File: config.mk
export PLATFORM = sky130hd
export DESIGN_NAME = mem_stage_flat
export DESIGN_NICKNAME = d
export VERILOG_FILES = /design/src/rtl/mips_pkg.sv /design/src/rtl/mem_stage_if.sv /design/src/rtl/mem_stage_load_align.sv /design/src/rtl/mem_stage.sv /design/src/flat_wrapper.sv
export SDC_FILE = /design/constraint.sdc
export NUM_CORES = 1
export LEC_CHECK = 0
export ABC_AREA = 1
export CAP_MARGIN = 20
export CORE_MARGIN = 4
export CORE_UTILIZATION = 37
export DETAILED_ROUTE_END_ITERATION = 10
export GPL_ROUTABILITY_DRIVEN = 0
export PLACE_DENSITY = 0.86
export SYNTH_ARGS = -nofsm -noshare
export SYNTH_HDL_FRONTEND = slang
export SYNTH_SLANG_ARGS = --single-unit
File: constraint.sdc
create_clock -name clk -period 1.2 [get_ports clk]
set_clock_uncertainty 0.15 [all_clocks]
set_input_delay 0.24 -clock clk [delete_from_list [all_inputs] [get_ports clk]]
set_output_delay 0.24 -clock clk [all_outputs]
set_load 0.01 [all_outputs]
File: src/rtl/mips_pkg.sv
// rtl/mips_pkg.sv - shared state encoding and bus constants for the memory stage
package mips_pkg;

    localparam int DATA_W = 16;
    localparam int REG_W  = 3;
    localparam int ADDR_W = 15;

    typedef enum logic {
        MEM_IDLE   = 1'b0,
        MEM_ACCESS = 1'b1
    } mem_state_t;

    localparam logic [1:0] BE_WORD = 2'b11;
    localparam logic [1:0] BE_LO   = 2'b01;
    localparam logic [1:0] BE_HI   = 2'b10;

    // Byte lane selection follows the low address bit for byte accesses.
    function automatic logic [1:0] byte_enable(input logic word_en, input logic addr0);
        if (word_en) begin
            return BE_WORD;
        end
        return addr0 ? BE_HI : BE_LO;
    endfunction

    // Byte stores replicate the byte on both lanes so the enables alone pick the lane.
    function automatic logic [DATA_W-1:0] store_data(input logic word_en,
                                                     input logic [DATA_W-1:0] data);
        if (word_en) begin
            return data;
        end
        return {data[7:0], data[7:0]};
    endfunction

endpackage

File: src/rtl/mem_stage_if.sv
// rtl/mem_stage_if.sv - data memory req/ack bus between the memory stage and data memory
interface mem_stage_if;

    logic        dmem_req;
    logic        dmem_we;
    logic [14:0] dmem_addr;
    logic [1:0]  dmem_be;
    logic [15:0] dmem_wdata;
    logic        dmem_ack;
    logic [15:0] dmem_rdata;

    modport master (
        output dmem_req,
        output dmem_we,
        output dmem_addr,
        output dmem_be,
        output dmem_wdata,
        input  dmem_ack,
        input  dmem_rdata
    );

    modport slave (
        input  dmem_req,
        input  dmem_we,
        input  dmem_addr,
        input  dmem_be,
        input  dmem_wdata,
        output dmem_ack,
        output dmem_rdata
    );

endinterface

File: src/rtl/mem_stage_load_align.sv
// rtl/mem_stage_load_align.sv - lane select and sign/zero extension of load data
module load_align
    import mips_pkg::*;
(
    input  logic [DATA_W-1:0] rdata,
    input  logic              addr0,
    input  logic              word_en,
    input  logic              ld_en,
    output logic [DATA_W-1:0] data
);

    logic [7:0] w_byte;
    logic       w_sign;

    assign w_byte = addr0 ? rdata[15:8] : rdata[7:0];
    assign w_sign = ld_en & w_byte[7];
    assign data   = word_en ? rdata : {{8{w_sign}}, w_byte};

endmodule

File: src/rtl/mem_stage.sv
// rtl/mem_stage.sv - memory access stage: dmem req/ack FSM, pipeline stall and MEM/WB register
module mem_stage
    import mips_pkg::*;
(
    input  logic              clk,
    input  logic              rst_n,

    input  logic              mem_read,
    input  logic              mem_write,
    input  logic              word_en,
    input  logic              ld_en,
    input  logic              memtoreg,
    input  logic              reg_write,
    input  logic              halt,
    input  logic [DATA_W-1:0] alu_out,
    input  logic [DATA_W-1:0] reg_out,
    input  logic [REG_W-1:0]  instr_rd,

    mem_stage_if.master       dmem,

    output logic              stall,
    output logic              memtoreg_wb,
    output logic              reg_write_wb,
    output logic              halt_wb,
    output logic [REG_W-1:0]  instr_rd_wb,
    output logic [DATA_W-1:0] alu_out_wb,
    output logic [DATA_W-1:0] mem_data_wb,
    output logic              misalign_err
);

    mem_state_t r_state;
    mem_state_t w_next;

    logic w_mem_op;
    logic w_misalign;
    logic w_misalign_idle;
    logic w_access;
    logic w_is_load;
    logic w_stall;
    logic w_start;
    logic w_done;

    logic [DATA_W-1:0] w_ld_data;

    logic              r_req;
    logic              r_we;
    logic [ADDR_W-1:0] r_addr;
    logic [1:0]        r_be;
    logic [DATA_W-1:0] r_wdata;

    logic              r_memtoreg_wb;
    logic              r_reg_write_wb;
    logic              r_halt_wb;
    logic [REG_W-1:0]  r_instr_rd_wb;
    logic [DATA_W-1:0] r_alu_out_wb;
    logic [DATA_W-1:0] r_mem_data_wb;
    logic              r_misalign_err;

    assign w_mem_op        = mem_read | mem_write;
    assign w_misalign      = w_mem_op & word_en & alu_out[0];
    assign w_access        = w_mem_op & ~w_misalign;
    assign w_misalign_idle = (r_state == MEM_IDLE) & w_misalign;
    // A simultaneous read and write is executed as a write and returns no load data.
    assign w_is_load       = mem_read & ~mem_write;

    load_align u_load_align (
        .rdata   (dmem.dmem_rdata),
        .addr0   (alu_out[0]),
        .word_en (word_en),
        .ld_en   (ld_en),
        .data    (w_ld_data)
    );

    always_ff @(posedge clk) begin
        if (!rst_n) begin
            r_state <= MEM_IDLE;
        end else begin
            r_state <= w_next;
        end
    end

    always_comb begin
        w_next  = r_state;
        w_stall = 1'b0;
        w_start = 1'b0;
        w_done  = 1'b0;
        case (r_state)
            MEM_IDLE: begin
                if (w_access) begin
                    w_next  = MEM_ACCESS;
                    w_stall = 1'b1;
                    w_start = 1'b1;
                end
            end
            MEM_ACCESS: begin
                if (dmem.dmem_ack) begin
                    w_next = MEM_IDLE;
                    w_done = 1'b1;
                end else begin
                    w_stall = 1'b1;
                end
            end
            default: w_next = MEM_IDLE;
        endcase
        if (!rst_n) begin
            w_stall = 1'b0;
        end
    end

    assign stall = w_stall;

    // Bus registers only move when entering or leaving ACCESS, keeping the request stable.
    always_ff @(posedge clk) begin
        if (!rst_n) begin
            r_req   <= 1'b0;
            r_we    <= 1'b0;
            r_addr  <= '0;
            r_be    <= '0;
            r_wdata <= '0;
        end else if (w_start) begin
            r_req   <= 1'b1;
            r_we    <= mem_write;
            r_addr  <= alu_out[DATA_W-1:1];
            r_be    <= byte_enable(word_en, alu_out[0]);
            r_wdata <= store_data(word_en, reg_out);
        end else if (w_done) begin
            r_req   <= 1'b0;
        end
    end

    always_ff @(posedge clk) begin
        if (!rst_n) begin
            r_memtoreg_wb  <= 1'b0;
            r_reg_write_wb <= 1'b0;
            r_halt_wb      <= 1'b0;
            r_instr_rd_wb  <= '0;
            r_alu_out_wb   <= '0;
            r_mem_data_wb  <= '0;
            r_misalign_err <= 1'b0;
        end else begin
            r_misalign_err <= w_misalign_idle;
            if (w_stall) begin
                r_memtoreg_wb  <= 1'b0;
                r_reg_write_wb <= 1'b0;
                r_halt_wb      <= 1'b0;
            end else begin
                r_memtoreg_wb  <= memtoreg & ~w_misalign_idle;
                r_reg_write_wb <= reg_write & ~w_misalign_idle;
                r_halt_wb      <= halt;
                r_instr_rd_wb  <= instr_rd;
                r_alu_out_wb   <= alu_out;
                r_mem_data_wb  <= (w_done & w_is_load) ? w_ld_data : '0;
            end
        end
    end

    assign dmem.dmem_req   = r_req;
    assign dmem.dmem_we    = r_we;
    assign dmem.dmem_addr  = r_addr;
    assign dmem.dmem_be    = r_be;
    assign dmem.dmem_wdata = r_wdata;

    assign memtoreg_wb  = r_memtoreg_wb;
    assign reg_write_wb = r_reg_write_wb;
    assign halt_wb      = r_halt_wb;
    assign instr_rd_wb  = r_instr_rd_wb;
    assign alu_out_wb   = r_alu_out_wb;
    assign mem_data_wb  = r_mem_data_wb;
    assign misalign_err = r_misalign_err;

endmodule

File: src/flat_wrapper.sv
// flat-port wrapper written by rule: the top's interface ports become plain ports
module mem_stage_flat import mips_pkg::*;
  (clk, rst_n, mem_read, mem_write, word_en, ld_en, memtoreg, reg_write, halt, alu_out, reg_out, instr_rd, stall, memtoreg_wb, reg_write_wb, halt_wb, instr_rd_wb, alu_out_wb, mem_data_wb, misalign_err, dmem_dmem_req, dmem_dmem_we, dmem_dmem_addr, dmem_dmem_be, dmem_dmem_wdata, dmem_dmem_ack, dmem_dmem_rdata);
  mem_stage_if dmem_i ();
  input  logic clk;
  input  logic rst_n;
  input  logic mem_read;
  input  logic mem_write;
  input  logic word_en;
  input  logic ld_en;
  input  logic memtoreg;
  input  logic reg_write;
  input  logic halt;
  input  logic [DATA_W-1:0] alu_out;
  input  logic [DATA_W-1:0] reg_out;
  input  logic [REG_W-1:0] instr_rd;
  output logic stall;
  output logic memtoreg_wb;
  output logic reg_write_wb;
  output logic halt_wb;
  output logic [REG_W-1:0] instr_rd_wb;
  output logic [DATA_W-1:0] alu_out_wb;
  output logic [DATA_W-1:0] mem_data_wb;
  output logic misalign_err;
  output wire logic [$bits(dmem_i.dmem_req)-1:0] dmem_dmem_req;
  output wire logic [$bits(dmem_i.dmem_we)-1:0] dmem_dmem_we;
  output wire logic [$bits(dmem_i.dmem_addr)-1:0] dmem_dmem_addr;
  output wire logic [$bits(dmem_i.dmem_be)-1:0] dmem_dmem_be;
  output wire logic [$bits(dmem_i.dmem_wdata)-1:0] dmem_dmem_wdata;
  input wire logic [$bits(dmem_i.dmem_ack)-1:0] dmem_dmem_ack;
  input wire logic [$bits(dmem_i.dmem_rdata)-1:0] dmem_dmem_rdata;
  assign dmem_dmem_req = dmem_i.dmem_req;
  assign dmem_dmem_we = dmem_i.dmem_we;
  assign dmem_dmem_addr = dmem_i.dmem_addr;
  assign dmem_dmem_be = dmem_i.dmem_be;
  assign dmem_dmem_wdata = dmem_i.dmem_wdata;
  assign dmem_i.dmem_ack = dmem_dmem_ack;
  assign dmem_i.dmem_rdata = dmem_dmem_rdata;
  mem_stage u_core (.clk(clk), .rst_n(rst_n), .mem_read(mem_read), .mem_write(mem_write), .word_en(word_en), .ld_en(ld_en), .memtoreg(memtoreg), .reg_write(reg_write), .halt(halt), .alu_out(alu_out), .reg_out(reg_out), .instr_rd(instr_rd), .dmem(dmem_i), .stall(stall), .memtoreg_wb(memtoreg_wb), .reg_write_wb(reg_write_wb), .halt_wb(halt_wb), .instr_rd_wb(instr_rd_wb), .alu_out_wb(alu_out_wb), .mem_data_wb(mem_data_wb), .misalign_err(misalign_err));
endmodule
Word level (Yosys, flattened, before mapping). Cells that the tools add are included.

Logic and storage cells: 50. Register bits after elaboration: 75. Input port bits: 61.

Bitwise gates (word level): 15. Reductions and logical operators: 2. Mux-type cells: 20.

Operators with widths (count): 16-bit two-way mux (4); 1-bit two-way mux (11); 1-bit bitwise AND (9); 8-bit two-way mux (1); 2-bit two-way mux (3); 1-bit inverter (5); 1-bit one-hot mux with 2 select lines (1); 2-bit nonzero test (1); 2-bit OR reduction (1); 1-bit OR (1).

Depth between registers and ports, before layout.
Depth in word-level cells: 10. Gate-level depth with buffers: 8. Mapped depth without buffers: 7.

Hierarchy. A second synthesis with hierarchy kept.

Cells, all modules: 445. Area, all modules: 3255.6 µm².

Modules (own cells, without submodules): mem_stage (sequential area each 1501.4 µm², cells an instance 396, area an instance 3010.4 µm², times used 1); load_align (sequential area each 0.0 µm², cells an instance 49, area an instance 245.2 µm², times used 1).

Worst setup path before layout. No wires, ideal clock.

Kind: reg-to-output. From: reg u_core.r_state. To: out stall. Arrival: 0.939 ns. Cell stages (with the launch flop): 5. Path slack: -0.129 ns. Path buffers: 1. Cells stage by stage: dfxtp_1 > inv_1 > nand3_4 > buf_2 > a21oi_1.

Cells in the longest elaborated chain, start to end: 3.

Ends and longest elaborated chain: start: declaration (RTL line mem_stage.sv:31) `mem_state_t r_state;`; start signal: assignment (RTL line mem_stage.sv:78) `r_state <= w_next;`; 1-bit inverter (RTL line mem_stage.sv:87) `case (r_state)`; 1-bit one-hot mux with 2 select lines * (RTL line mem_stage.sv:87); 1-bit two-way mux * (RTL line mem_stage.sv:105) `if (!rst_n) begin`; end: declaration (RTL line flat_wrapper.sv:17) `output logic stall;`.

Every way passes the cells marked *; elsewhere a longest branch is shown, timed or not.

Final worst setup path.
From: reg u_core.r_state. To: reg u_core.r_alu_out_wb[11], in the netlist u_core.alu_out_wb[11].

Cells in the longest elaborated chain, start to end: 3.

Ends and longest elaborated chain: 1-bit inverter (RTL line mem_stage.sv:87); 1-bit one-hot mux with 2 select lines * (RTL line mem_stage.sv:87); 1-bit two-way mux * (RTL line mem_stage.sv:105); end signal: assignment (RTL line mem_stage.sv:151) `r_alu_out_wb <= alu_out;`; end: declaration (RTL line mem_stage.sv:55) `logic [DATA_W-1:0] r_alu_out_wb;`.

Marked as above. A chain may end at the register's enable or synchronous reset.

==> metrics.log <==
INFO  metric post-dp-hpwl = approximately 6900 um
INFO  metric critPathKind = register to register
INFO  metric synth.distinct_cells = 21
INFO  metric tightest_hold_check_type = input port to register
INFO  metric die_w = between 90 and 100 um
INFO  metric final_hold_viol_count = 0
INFO  metric worst_tran_pin_value = approximately 0.69 ns
INFO  metric data_required_time_at_the_worst_endpoint = between 1 and 1.5 ns
INFO  metric period_minus_slack = between 1.5 and 2 ns
INFO  metric inserted_clock_buffers = 9
INFO  metric first_iter_violations = about 180
INFO  metric syn-num-nets = between 400 and 500
INFO  metric finalWirelength = 13100 um
INFO  metric switching_power = 2330 uW
INFO  metric period_share = 134%
INFO  metric drv_cap = 0
INFO  metric powerDensity = approximately 1100 nW/um2
INFO  metric tritoncts = built
INFO  metric multi_input_comb_area = ~1800 um2
INFO  metric routed-wl-met3 = approximately 1000 um
INFO  metric status = finished, violations left
INFO  metric boundaryPins = roughly 140
INFO  metric timing.critical_path.cells = inv_2 -> buf_6 -> nand3_4 -> buf_6 -> buf_12 -> nand2_8 -> nor2_4 -> buf_6 -> nand2_1 -> nand2_1
INFO  metric num-fill-cells = approximately 470
INFO  metric max_clk_rate = approximately 620 MHz
INFO  metric design.final.nets = 684
INFO  metric gr-usage-all-layers = 22.2%
INFO  metric post-place-cells = 657
INFO  metric clk_transition_reported_paths = 0.09 ns
INFO  metric max-slew-margin-rel = between 50% and 60%
INFO  metric clock_latency = 0.34 ns
INFO  metric fin_cells = between 700 and 800
INFO  metric fp.dieH = ~98 um
INFO  metric layout.area.seq = about 1600 um2
INFO  metric met1_length = approximately 4800 um
INFO  metric vdd_drop_max = about 0.00071 V
INFO  metric design.die.area = about 9600 um2
INFO  metric finalMaxSlewViolations = 0
INFO  metric io_buffers = ~140
INFO  metric grt_overflow_total = 0
INFO  metric p_int = approximately 4700 uW
INFO  metric std_cell_rows = 32
INFO  metric core_region_area = ~7800 um2
INFO  metric cpMaxStageDelayCell = sky130_fd_sc_hd__dfxtp_2
INFO  metric clock_tree.buffer_depth = 2
INFO  metric route.detailed.drc = 0
INFO  metric cp_common_cell = sky130_fd_sc_hd__buf_6
INFO  metric worst-endpoint-arrival = about 1.7 ns
INFO  metric antenna-diode-count = 0
INFO  metric endpoint_kind = register
INFO  metric failing_checks = negative setup slack
INFO  metric setup.worst_path.start_class = register
INFO  metric drt_first_pass_iters = 5
INFO  metric cp_max_fanout = 7
INFO  metric syn_area = between 3000 and 4000 um2
INFO  metric met2WireLength = between 6000 and 7000 um
INFO  metric antenna_left = 0
INFO  metric setup_slack = -0.402 ns
INFO  metric synthToLayoutAreaGrowth = 105%
INFO  metric utilization = roughly four fifths
INFO  metric number_of_global_route_vias_before_repair = between 3000 and 4000
INFO  metric comb_power_share = between 30% and 40%
INFO  metric switching_share = 33.0%
INFO  metric route.top_layer_used = met4
INFO  metric share_seq_of_total_power = roughly two fifths
INFO  metric post_route_cells_drive_above_1_share = 55.6%
INFO  metric setup-violations-final = approximately 100
INFO  metric syn-mean-instance-area = ~7.1 um2
INFO  metric grt_first_pass_wirelength = between 15000 and 20000 um
INFO  metric clkSinkCount = 75
INFO  metric detail_route.wl_per_cell = around 18 um
INFO  metric cts_hold_buffers = 0
INFO  metric grt_start_max_net_pins = around 50
INFO  metric report.power.total = ~7100 uW
INFO  metric dp_worst_setup_slack = -0.939 ns
INFO  metric ctsHtreeMaxLevel = 3
INFO  metric synth_cells = 421
INFO  metric yosys_warnings = 0
INFO  metric grt_setup_unrepaired = yes
INFO  metric sequential_share_of_the_synthesized_area = 50.0%
INFO  metric clock_tree.root_cell = sky130_fd_sc_hd__clkbuf_8
INFO  metric total_leakage_power = between 0.002 and 0.003 uW
INFO  metric route.detailed.vias_per_inst = around 5.1
INFO  metric hold_ws = about 0.049 ns
INFO  metric worst-r2r-setup-slack = -0.40 ns
INFO  metric pwr-share-clk = 27.2%
INFO  metric grt_antenna_before_repair = 0
INFO  metric route.vias.total = ~3700
INFO  metric synth-seq-cells = between 70 and 80
INFO  metric timing.critical_path.slowest_cell_delay = approximately 0.34 ns
INFO  metric initial_core_util = between 30% and 40%
-- layout by cell type, fill, tap and decap left out, types with 18 or more instances in the layout --
master and n:
sky130_fd_sc_hd__dfxtp_2 60, sky130_fd_sc_hd__buf_4 48, sky130_fd_sc_hd__nand2_1 100, sky130_fd_sc_hd__nor2_1 47
sky130_fd_sc_hd__inv_1 22, sky130_fd_sc_hd__nor2_4 29, sky130_fd_sc_hd__nand2_2 18, sky130_fd_sc_hd__clkdlybuf4s50_1 55
sky130_fd_sc_hd__buf_6 83, sky130_fd_sc_hd__o21ai_2 22, sky130_fd_sc_hd__nand3_1 30
-- state kept, by name (all words and copies together), names as in the netlist --
register,flops
u_core.dmem.dmem_we,1
u_core.alu_out_wb,16
u_core.dmem.dmem_req,1
u_core.dmem.dmem_wdata,16
u_core.instr_rd_wb,3
u_core.misalign_err,1
u_core.dmem.dmem_addr,15
u_core.dmem.dmem_be,2
u_core.halt_wb,1
u_core.memtoreg_wb,1
u_core.mem_data_wb,16
u_core.r_state,1
u_core.reg_write_wb,1
-- logic make-up (layout without fill, tap and decap cells) --
| family | Yosys count | count (layout) | synth area share (%) |
|---|---|---|---|
| buffers and inverters | 49 | 253 | 7.41 |
| AND/OR/NAND/NOR | 252 | 255 | 35.1 |
| flip-flops | 75 | 75 | 50.0 |
| AO/OA/AOI/OAI | 45 | 45 | 7.49 |
-- worst paths after layout --
kind / end / cells after the start / start
worst max-delay path: u_core.alu_out_wb[11] / 10 / u_core.r_state
worst min-delay path: u_core.r_state / 3 / rst_n
worst max register to register: u_core.alu_out_wb[11] / 10 / u_core.r_state
worst min register to register: u_core.instr_rd_wb[0] / 2 / u_core.instr_rd_wb[0]
-- metrics by stage --
step / cell area, um2 / TNS (ns)
finish: 6160 / -22.22
global route: 6160 / -27.90
CTS: 5400 / -19.47
detailed placement: 4610 / -65.70
global placement: 4610 / -61.16
floorplan: 3040 / -1.98
-- Yosys cell counts, drive strengths merged --
| library cell | instances | area share [%] |
|---|---|---|
| a21oi | 3 | 0.50 |
| buf | 15 | 3.2 |
| clkbuf | 8 | 1.0 |
| dfxtp | 75 | 50 |
| inv | 26 | 3.2 |
| nand2 | 120 | 15 |
| nand3 | 47 | 8.4 |
| nor2 | 83 | 11 |
| o21ai | 42 | 7.0 |
| or2 | 2 | 0.42 |
-- power by group through the flow --
stage | Combinational [uW] | Sequential (uW) | Clock [uW]
2_1_floorplan | 513 | 2920 | 0
3_3_place_gp | 1350 | 2830 | 0
3_5_place_dp | 1380 | 2840 | 0
4_1_cts | 1770 | 2860 | 1900
5_1_grt | 2370 | 2900 | 2060
6_report | 2250 | 2880 | 1920
-- area by class of cell --
class                           instances  area share (%)
Timing Repair Buffer                  211            37.1
Multi-Input combinational cell        300            29.3
Sequential cell                        75            26.4
Tap cell                              102            2.07
Clock buffer                            9            2.01
Inverter                               26            2.01
Clock inverter                          7            1.06
-- what timing repair did --
item,CTS,global route
endpoints found under the setup margin,148,148
pin swaps,11,29
gates cloned,7,6
buffers inserted,14,34
resized for setup,536,120
-- critical path: cells and delay by family (launching register included) --
kind / cells / cell delay, ns
flip-flops: 1 / 0.34
buffers and inverters: 5 / 0.58
AND/OR/NAND/NOR: 5 / 0.48
-- routing by layer --
layer | vias to the layer above | global-route usage (%)
met5 | - | 0
met3 | 35 | 6.57
li1 | 1736 | -
met4 | 0 | 7.45
met1 | 1757 | 25.0
met2 | 218 | 39.9
Note: power is estimated with default switching activity, not from simulation.
==> RTL change 1: new RTL, config.mk and constraints unchanged <==
Make the reset (`rst_n`) asynchronous in 3 clocked blocks.
--- a/src/rtl/mem_stage.sv
+++ b/src/rtl/mem_stage.sv
@@ -71,7 +71,7 @@
         .data    (w_ld_data)
     );
 
-    always_ff @(posedge clk) begin
+    always_ff @(posedge clk or negedge rst_n) begin
         if (!rst_n) begin
             r_state <= MEM_IDLE;
         end else begin
@@ -110,7 +110,7 @@
     assign stall = w_stall;
 
     // Bus registers only move when entering or leaving ACCESS, keeping the request stable.
-    always_ff @(posedge clk) begin
+    always_ff @(posedge clk or negedge rst_n) begin
         if (!rst_n) begin
             r_req   <= 1'b0;
             r_we    <= 1'b0;
@@ -128,7 +128,7 @@
         end
     end
 
-    always_ff @(posedge clk) begin
+    always_ff @(posedge clk or negedge rst_n) begin
         if (!rst_n) begin
             r_memtoreg_wb  <= 1'b0;
             r_reg_write_wb <= 1'b0;
Check against the original RTL: differs if rst_n is asserted again (counterexample within 4 cycles, from zero or initial values and one cycle with rst_n low); with rst_n held inactive, the same outputs for 10 cycles.
==> RTL change 1 against the original RTL <==
The flow finishes with violations (hold timing, setup timing). Combinational power rose by 22%. Wire length is 22% lower. First-iteration DRC count is 37% lower. Register-to-register slack gained 40 ps. Design area down 13%. Area after synthesis grew 8.7%. Power rose by 13%. Synthesized cell count is 11% lower. Global-route usage down 3.6 points. Core utilization fell by 17 points. Sequential cell count did not move. Setup slack got worse by 75 ps. Maximum frequency decreased by 4.4%. Count of clock-buffer cells in the layout is 1 higher. Critical path type is now input port to output port. Highest routed layer unchanged.
==> RTL change 1: results <==
[grt]
grt_use_met2_pct = 30.8
gr-usage-all-layers_pct = 18.6
grt_max_degree = 47
grt_pass1_wl_um = 15300

[logic_synthesis]
ys_async_sr_fraction_pct = 100
synth_area_leaders = dfrtp_1 57%, nand2_1 18%, nand3_1 6.9%, buf_6 3.1%, inv_1 2.6%
synth_seq_area_share_pct = 57.4
yosysTopAreaCell = dfrtp_1
synth_cell_types = 22
syn_nets = 434
syn_avg_cell_area_um2 = 8.76
netlist_top_cells_count = 161 x nand2_1, 75 x dfrtp_1, 45 x nand3_1, 23 x inv_1, 10 x o21ai_1

[detailed_routing]
dr.pass1.iters = 6
wl_met2_um = 5010
vias = 3249
wl_met3_um = 784
wl_per_cell_um = 14.8
routed_wl_um = 10200

[worst_setup_path]
cp-endpoint = stall
cp_max_fo = 2
worstReg2RegStart = u_core.r_state
rrSetupSlack_ps = -360
cp-startpoint = mem_read

[clock_tree]
post_cts.repair.setup_buffers = 23

[finish]
fill_cells = 756
fin_nets = 637

[sta]
setup_ws_ps = -477
finalHoldViolations = 75
whs_ps = -124
setup_violations = 149

[outcome]
violations = hold timing, setup timing
status = complete, but fails checks

[power]
p_leak_nw = 2.92
[RTL change 1: cells by family (layout without fill, tap and decap cells)]
| family | Yosys count | count (layout) | share of synthesized area, % |
|---|---|---|---|
| AND/OR/NAND/NOR | 225 | 225 | 29.7 |
| flip-flops | 75 | 75 | 57.4 |
| AO/OA/AOI/OAI | 26 | 26 | 4.60 |
| buffers and inverters | 47 | 255 | 8.27 |
[RTL change 1: worst min path at each step]
stage                                  to  cells past startpoint  slack (ps)  startpoint
floorplan            u_core.alu_out_wb[0]                      0        -210       rst_n
global placement    u_core.mem_data_wb[3]                      3         240       rst_n
detailed placement  u_core.mem_data_wb[3]                      3         240       rst_n
CTS                 u_core.alu_out_wb[13]                      3        -130       rst_n
global route        u_core.mem_data_wb[3]                      3        -140       rst_n
finish              u_core.mem_data_wb[0]                      3        -120       rst_n
[RTL change 1: power by group]
group / switching (mW) / leakage, nW / internal, mW
Sequential: 0.291 / 0.940 / 3.00
Clock: 0.949 / 0.0885 / 0.961
Combinational: 1.33 / 1.89 / 1.42
[RTL change 1: area by class of cell]
| type | count | area, µm² | area share, % |
|---|---|---|---|
| Tap cell | 108 | 135 | 2.53 |
| Timing Repair Buffer | 212 | 1820 | 34.0 |
| Clock inverter | 6 | 66.3 | 1.24 |
| Clock buffer | 10 | 128 | 2.39 |
| Multi-Input combinational cell | 251 | 1200 | 22.5 |
| Inverter | 27 | 109 | 2.04 |
| Sequential cell | 75 | 1880 | 35.2 |
[RTL change 1: metrics by stage]
stage	cell area, µm²	utilization, %	TNS (ps)	total power, mW
4_1_cts	5140	59.5	-28870	7.73
3_3_place_gp	5050	58.5	-56440	5.90
2_1_floorplan	3350	-	-2370	4.38
6_report	5330	61.8	-24030	7.95
3_5_place_dp	5050	58.5	-60120	5.96
5_1_grt	5330	61.8	-30550	8.45
==> RTL change 2: new RTL, same settings <==
Made on the original files. Put one more register stage on the output `misalign_err`, with the module's reset. The value now appears one clock later. The other outputs are not delayed to match.
--- a/src/rtl/mem_stage.sv
+++ b/src/rtl/mem_stage.sv
@@ -166,7 +166,13 @@
     assign instr_rd_wb  = r_instr_rd_wb;
     assign alu_out_wb   = r_alu_out_wb;
     assign mem_data_wb  = r_mem_data_wb;
-    assign misalign_err = r_misalign_err;
+    always_ff @(posedge clk) begin
+        if (!rst_n) begin
+            misalign_err <= '0;
+        end else begin
+            misalign_err <= r_misalign_err;
+        end
+    end
 
 endmodule
 
Behaviour: not the same (Yosys sat finds a counterexample within 4 cycles, from zero or initial values and one cycle with rst_n low).
==> RTL change 2 against the original RTL <==
Sequential share of layout area increased by 1.2 points. Sequential cell count increased by 1. The run still ends with setup timing left. Design area decreased by 3.7%. Count of clock-buffer cells in the layout unchanged. Power decreased by 0.46%. Wire length about the same. Area after synthesis increased by 0.96%. Die area increased by 0.88%. Combinational power decreased by 3%. Setup slack got worse by 46 ps. Hold slack improved by 11 ps. Synthesized cell count increased by 0.71%.
==> RTL change 2: results <==
[grt]
grt_pass1_wl_um = 16700
antenna_found_initial = 0
gr-usage-all-layers_pct = 21.4
grt_max_degree = 43
grt_pass1_vias = 3449

[hold_path]
hp-start = rst_n
hold_class = input port to flip-flop

[clock_tree]
ctsRootBufferMaster = clkbuf_8
clock_latency_ps = 360
cts_made_buffers = 9
post_cts.repair.setup_buffers = 17
clk_pin_slew_ps = 90
cts_max_path_buffers = 2
ctsHtreeMaxLevel = 3
cts_resized = 451

[sta]
setup_violations = 118
setup_ws_ps = -448
relSlewSlack_pct = 69.9

[placed_design]
dp_worst_setup_slack_ps = -911
place_area_um2 = 4610
hpwl_um = 6790
numPortBuffers = 135

[detailed_routing]
drtIter0Drc = 157
vias = 3784
routed_wl_um = 13100
dr.pass1.iters = 4

[power]
p_leak_nw = 2.74
ir_worst_vdd_v = 0.000682
p_sw_share_pct = 32.4

[worst_setup_path]
cp_max_fo = 2
cp-startpoint = u_core.r_state
crit_arrival_ps = 1260

[logic_synthesis]
yosys_warnings = 0
ys_async_sr_fraction_pct = 0
netlist_top_cells_count = 119 x nand2_1, 81 x nor2_1, 76 x dfxtp_1, 45 x nand3_1, 37 x o21ai_0
synth_seq_area_share_pct = 50.1
syn_nets = 485
synth_cell_types = 21
synth_area_leaders = dfxtp_1 50%, nand2_1 15%, nor2_1 10%, nand3_1 7.4%, o21ai_0 6.1%

[finish]
fin_nets = 680
drive_gt1_share_pct = 49.2
n_antenna_cell = 0

[outcome]
violations = setup timing
status = complete, but fails checks
[RTL change 2: logic make-up after synthesis]
group           synth area share [%]
simple gates                    34.9
flops                           50.1
buf+inv                         7.51
compound gates                  7.42
[RTL change 2: worst max-delay path, cell delays in order, from the launching register on]
cell,delay (ps)
dfxtp_2,340
inv_2,30
or2_4,240
a21oi_4,160
buf_6,120
[RTL change 2: path summary, 6_finish.rpt]
kind / to / slack [ps] / cells past startpoint
min: u_core.r_state / 60 / 3
max reg2reg: u_core.alu_out_wb[2] / -360 / 9
max: stall / -450 / 4
min reg2reg: u_core.misalign_err / 290 / 2
[RTL change 2: routing by layer]
metal | global-route usage, % | vias to the layer above | wire length [µm]
met5 | 0 | - | 0
met4 | 7.46 | 0 | 497
met3 | 4.32 | 47 | 1070
met2 | 39.5 | 223 | 6810
met1 | 24.4 | 1790 | 4690
li1 | - | 1724 | -
[RTL change 2: area by class of cell]
class | count | area, µm²
clock buffer | 9 | 124
clock inverter | 7 | 67.6
fill | 488 | 1910
inverter | 27 | 114
multi-input combinational | 300 | 1640
sequential | 76 | 1640
tap | 102 | 128
timing repair buffer | 205 | 2220
[RTL change 2: metrics by stage]
step	total power, mW	instances	setup TNS [ps]
finish	7.02	726	-23350
global placement	4.20	659	-59900
floorplan	3.46	424	-1950
detailed placement	4.24	659	-63850
global route	7.26	726	-28740
CTS	6.44	697	-25720
[RTL change 2: power by group through the flow]
| stage | clock network (mW) | logic, mW | registers, mW |
|---|---|---|---|
| 6_report | 1.91 | 2.19 | 2.92 |
| 5_1_grt | 2.01 | 2.31 | 2.94 |
| 4_1_cts | 1.90 | 1.66 | 2.88 |
| 3_3_place_gp | 0 | 1.34 | 2.86 |
| 2_1_floorplan | 0 | 0.514 | 2.95 |
| 3_5_place_dp | 0 | 1.37 | 2.87 |
